<file path="src/rtl/rr_arbiter_mux.sv">
// Round-robin N:1 arbiter + data mux with a registered valid/ready output stage.
// Define RR_ARBITER_MUX_IDX_EN to add out_idx_o, the index of the source of the held word.

module or_reduction #(
    parameter int N = 4,
    parameter int W = 64
) (
    input  logic [W-1:0] data_i [N],
    output logic [W-1:0] data_o
);

    always_comb begin
        // NOTE: default assignment first so every path drives data_o and no latch is inferred.
        data_o = '0;
        for (int i = 0; i < N; i++) begin
            data_o |= data_i[i];
        end
    end

endmodule

module rr_arbiter_mux #(
    parameter int NUM_REQ    = 4,
    parameter int DATA_WIDTH = 64
) (
    input  logic                  clk_i,
    input  logic                  arst_i,
    input  logic [DATA_WIDTH-1:0] req_data_i [NUM_REQ],
    input  logic [NUM_REQ-1:0]    req_valid_i,
    output logic [NUM_REQ-1:0]    req_ready_o,
    output logic [DATA_WIDTH-1:0] out_data_o,
    output logic                  out_valid_o,
    input  logic                  out_ready_i
`ifdef RR_ARBITER_MUX_IDX_EN
    ,
    output logic [$clog2(NUM_REQ)-1:0] out_idx_o
`endif
);

    localparam int PTR_W = $clog2(NUM_REQ);

    logic [PTR_W-1:0]      ptr_q;
    logic [PTR_W-1:0]      win;
    logic [NUM_REQ-1:0]    grant;
    logic [DATA_WIDTH-1:0] masked [NUM_REQ];
    logic [DATA_WIDTH-1:0] sel_data;
    logic                  load;
    logic                  transfer;

    // Scan from the pointer upward with wrap; the first valid index wins.
    always_comb begin
        grant = '0;
        win   = '0;
        for (int k = NUM_REQ - 1; k >= 0; k--) begin
            logic [PTR_W-1:0] idx;
            idx = PTR_W'((int'(ptr_q) + k) % NUM_REQ);
            if (req_valid_i[idx]) begin
                grant      = '0;
                grant[idx] = 1'b1;
                win        = idx;
            end
        end
    end

    always_comb begin
        for (int i = 0; i < NUM_REQ; i++) begin
            masked[i] = grant[i] ? req_data_i[i] : '0;
        end
    end

    or_reduction #(
        .N (NUM_REQ),
        .W (DATA_WIDTH)
    ) u_or_reduction (
        .data_i (masked),
        .data_o (sel_data)
    );

    assign load        = !out_valid_o || out_ready_i;
    assign req_ready_o = grant & {NUM_REQ{load}};
    assign transfer    = |req_ready_o;

    // NOTE: sequential state uses non-blocking assignments so all registers update from pre-edge values.
    always_ff @(posedge clk_i or posedge arst_i) begin
        if (arst_i) begin
            ptr_q       <= '0;
            out_valid_o <= 1'b0;
            out_data_o  <= '0;
`ifdef RR_ARBITER_MUX_IDX_EN
            out_idx_o   <= '0;
`endif
        end else if (load) begin
            out_valid_o <= |req_valid_i;
            if (transfer) begin
                out_data_o <= sel_data;
                ptr_q      <= (win == PTR_W'(NUM_REQ - 1)) ? '0 : win + 1'b1;
`ifdef RR_ARBITER_MUX_IDX_EN
                out_idx_o  <= win;
`endif
            end
        end
    end

endmodule

</file>
<file path="config.mk">
export PLATFORM = sky130hd
export DESIGN_NAME = rr_arbiter_mux
export DESIGN_NICKNAME = d
export VERILOG_FILES = /design/src/rtl/rr_arbiter_mux.sv
export SDC_FILE = /design/constraint.sdc
export NUM_CORES = 1
export LEC_CHECK = 0
export ABC_AREA = 1
export BUFFER_PORTS_ARGS = -buffer_cell sky130_fd_sc_hd__clkbuf_2
export CAP_MARGIN = 30
export CORE_MARGIN = 10
export CORE_UTILIZATION = 40
export DETAILED_ROUTE_END_ITERATION = 8
export GPL_TIMING_DRIVEN = 0
export PLACE_DENSITY_LB_ADDON = 0.08
export SETUP_SLACK_MARGIN = 0.02
export SYNTH_ARGS = -nofsm -noshare
export SYNTH_HDL_FRONTEND = slang
export SYNTH_SLANG_ARGS = --single-unit
</file>
<file path="constraint.sdc">
create_clock -name clk_i -period 5 [get_ports clk_i]
set_input_delay 0.5 -clock clk_i [delete_from_list [all_inputs] [get_ports clk_i]]
set_output_delay 0.5 -clock clk_i [all_outputs]
set_load 0.1 [all_outputs]
</file>
==> key figures <==
Status
  – Status: completed

Timing
  – Setup TNS: 0 ps
  – Clock skew: 9.14 ps
  – Setup WS post-layout: 1780 ps
  – F_max: 310 MHz
  – Final setup viols: 0
  – Slew @ Worst Pin: 880 ps
  – Max_slew headroom: 41.3%
  – Final hold vios: 0
  – Unrepaired setup endpoints after global routing: no
  – Max Slew Vio Count: 0
  – Final period utilization: 64.5%
  – Final critical-path required period: 3220 ps

Global routing
  – Grt ovf: 0
  – Largest net degree at the start of global routing: 68
  – Number of global-route vias before repair: 6,607
  – Initial antenna violation count: 0
  – GRT Resource Usage Total: 23.3%
  – Global-route wire length before repair: 34,400 um

Routing
  – Final WL: 22,800 um
  – Iteration-0 DRC Markers: 421
  – First-pass iteration count of the detailed router: 5
  – Vias/cell: 4.52
  – Vias: 6,839
  – WL met3: 2110 um
  – Met2 wire len: 11,000 um
  – Top Metal Used: met4
  – # DRC: 0
  – WL/cell: 15.1 um
  – Post-Route M1 WL: 9100 um
  – Post-route ant nets: 0

Placed design
  – Post-DP HPWL: 18,400 um
  – Setup WS pre-CTS: 2140 ps
  – Port Buffers: 331
  – GPL Wtd Cong: 0.949

Finish
  – Multi-input logic area: 2940 sq um
  – Ant. Diodes: 0
  – Area Growth Syn to Fin: 39.2%
  – Register area: 1680 sq um
  – Final nets: 1,603
  – Share of layout cells above drive strength 1: 30.4%
  – # fillers: 1,479

Logic synthesis
  – Cell count after synthesis: 991
  – Seq/Total Area, Yosys: 30.6%
  – Post-Syn Area: 5480 sq um
  – Warnings, synthesis: 0
  – Top post-synthesis cells by area: nand2_1 42%, dfrtp_1 31%, inv_1 9.9%
  – Synth unique cells: 18
  – Top cell type's share of synthesized area: 42.2%
  – Area leader, netlist: nand2_1
  – Mean post-synth cell area: 5.53 sq um
  – FF+latch count, synth: 67
  – Syn Nets: 1,261

Critical path
  – CP Capture Type: output pin
  – Required @ worst endpoint: 4500 ps
  – Setup crit start: ptr_q[0]
  – Crit-path max FO: 10
  – CP startpoint kind: flip-flop
  – WS Path Type: reg -> out
  – RR Startpoint: ptr_q[0]
  – Critical path data arrival time: 2720 ps

Clocking
  – Number of setup buffers added after CTS: 0
  – H-Tree Depth: 3
  – Post_cts resized: 0
  – CTS tree: yes
  – Clock sink count: 67
  – CTS clk-pin slew, worst paths: 60 ps
  – Root buf cell: clkbuf_16
  – TritonCTS Buffers: 9
  – Skew-Pair Late Insertion Delay: 340 ps
  – CTS max path bufs: 2
  – CTS Hold Bufs: 0

Floorplanning
  – Die Area: 18,800 sq um
  – Initial Util: 41.0%
  – IO Pins: 332
  – Core area: 13,300 sq um
  – Width of the die: 137 um
  – Rows: 42
  – Die height: 137 um

Hold path
  – Worst min-delay path category: in -> async

Job
  – Total of max-cap violations: 0
==> worst max-delay path, stage by stage, from the launching register on <==
cell and delay, ps:
dfrtp_1 560, inv_2 170, ha_1 350, inv_1 70
nand3_2 90, nand2_2 120, inv_2 130, nand3_1 80
nand3_1 100, nand3_1 160, inv_1 90, clkbuf_2 450
==> Yosys cell counts, drive strengths merged <==
cell type,count
xnor2,1
nor3,1
or2,1
o21ai,2
nand3,81
inv,149
and3,1
ha,7
nand2,620
buf,49
a21oi,5
nor2,7
dfrtp,67
==> layout by cell type, fill, tap and decap left out, drive strengths merged <==
| cell | count |
|---|---|
| ha | 7 |
| a21oi | 5 |
| dfrtp | 67 |
| inv | 149 |
| nor2 | 7 |
| nand2 | 620 |
| xnor2 | 1 |
| o21ai | 2 |
| nand3 | 81 |
| clkbuf | 342 |
| clkinv | 3 |
| or2 | 1 |
| nor3 | 1 |
| buf | 49 |
| and3 | 1 |
==> layout make-up <==
class | count | share of cell area [%]
flip-flops and latches | 67 | 22.0
clock buffers | 11 | 3.31
clock inverters | 3 | 0.197
plain buffers | 49 | 4.04
multi-input cells | 726 | 38.5
inverters | 149 | 7.37
well taps | 176 | 2.89
repair buffers | 331 | 21.7
==> routing by layer <==
metal	up-vias	GRT usage, %
li1	3569	-
met1	2957	27.7
met2	277	39.4
met3	36	6.09
met4	0	8.61
met5	-	0
==> worst paths after layout <==
check | end | slack (ps) | depth (start not counted)
worst max-delay path | req_ready_o[2] | 1780 | 11
worst min-delay path | out_data_o[37] | 340 | 2
worst max register to register | out_data_o[6] | 2150 | 18
worst min register to register | out_data_o[32] | 480 | 2
max in group asynchronous | out_data_o[9] | 4090 | 2
min in group clk_i | out_valid_o | 390 | 3
==> cell families after synthesis <==
family / count (synthesis) / synth area share, %
and+or+nand+nor: 711 / 51.2
adders and majority gates: 7 / 1.60
AOI/OAI and AO/OA: 7 / 0.639
xor gates and xnor gates: 1 / 0.160
buffers and inverters: 198 / 15.8
DFF: 67 / 30.6
==> sequential cells by signal (all words and copies together) (netlist names) <==
signal       cells
out_data_o      64
out_valid_o      1
ptr_q            2
==> stage by stage <==
step	hold slack [ps]	cell area [sq um]	std cells	utilization, %
floorplan	575	5480	991	-
global placement	462	7360	1498	55.1
detailed placement	464	7360	1498	55.1
CTS	377	7630	1512	57.1
global route	399	7630	1512	57.1
finish	340	7630	1512	57.1
Power is not shown: default switching activity piles up to over one toggle a cycle in this logic, so the estimate is an artifact.
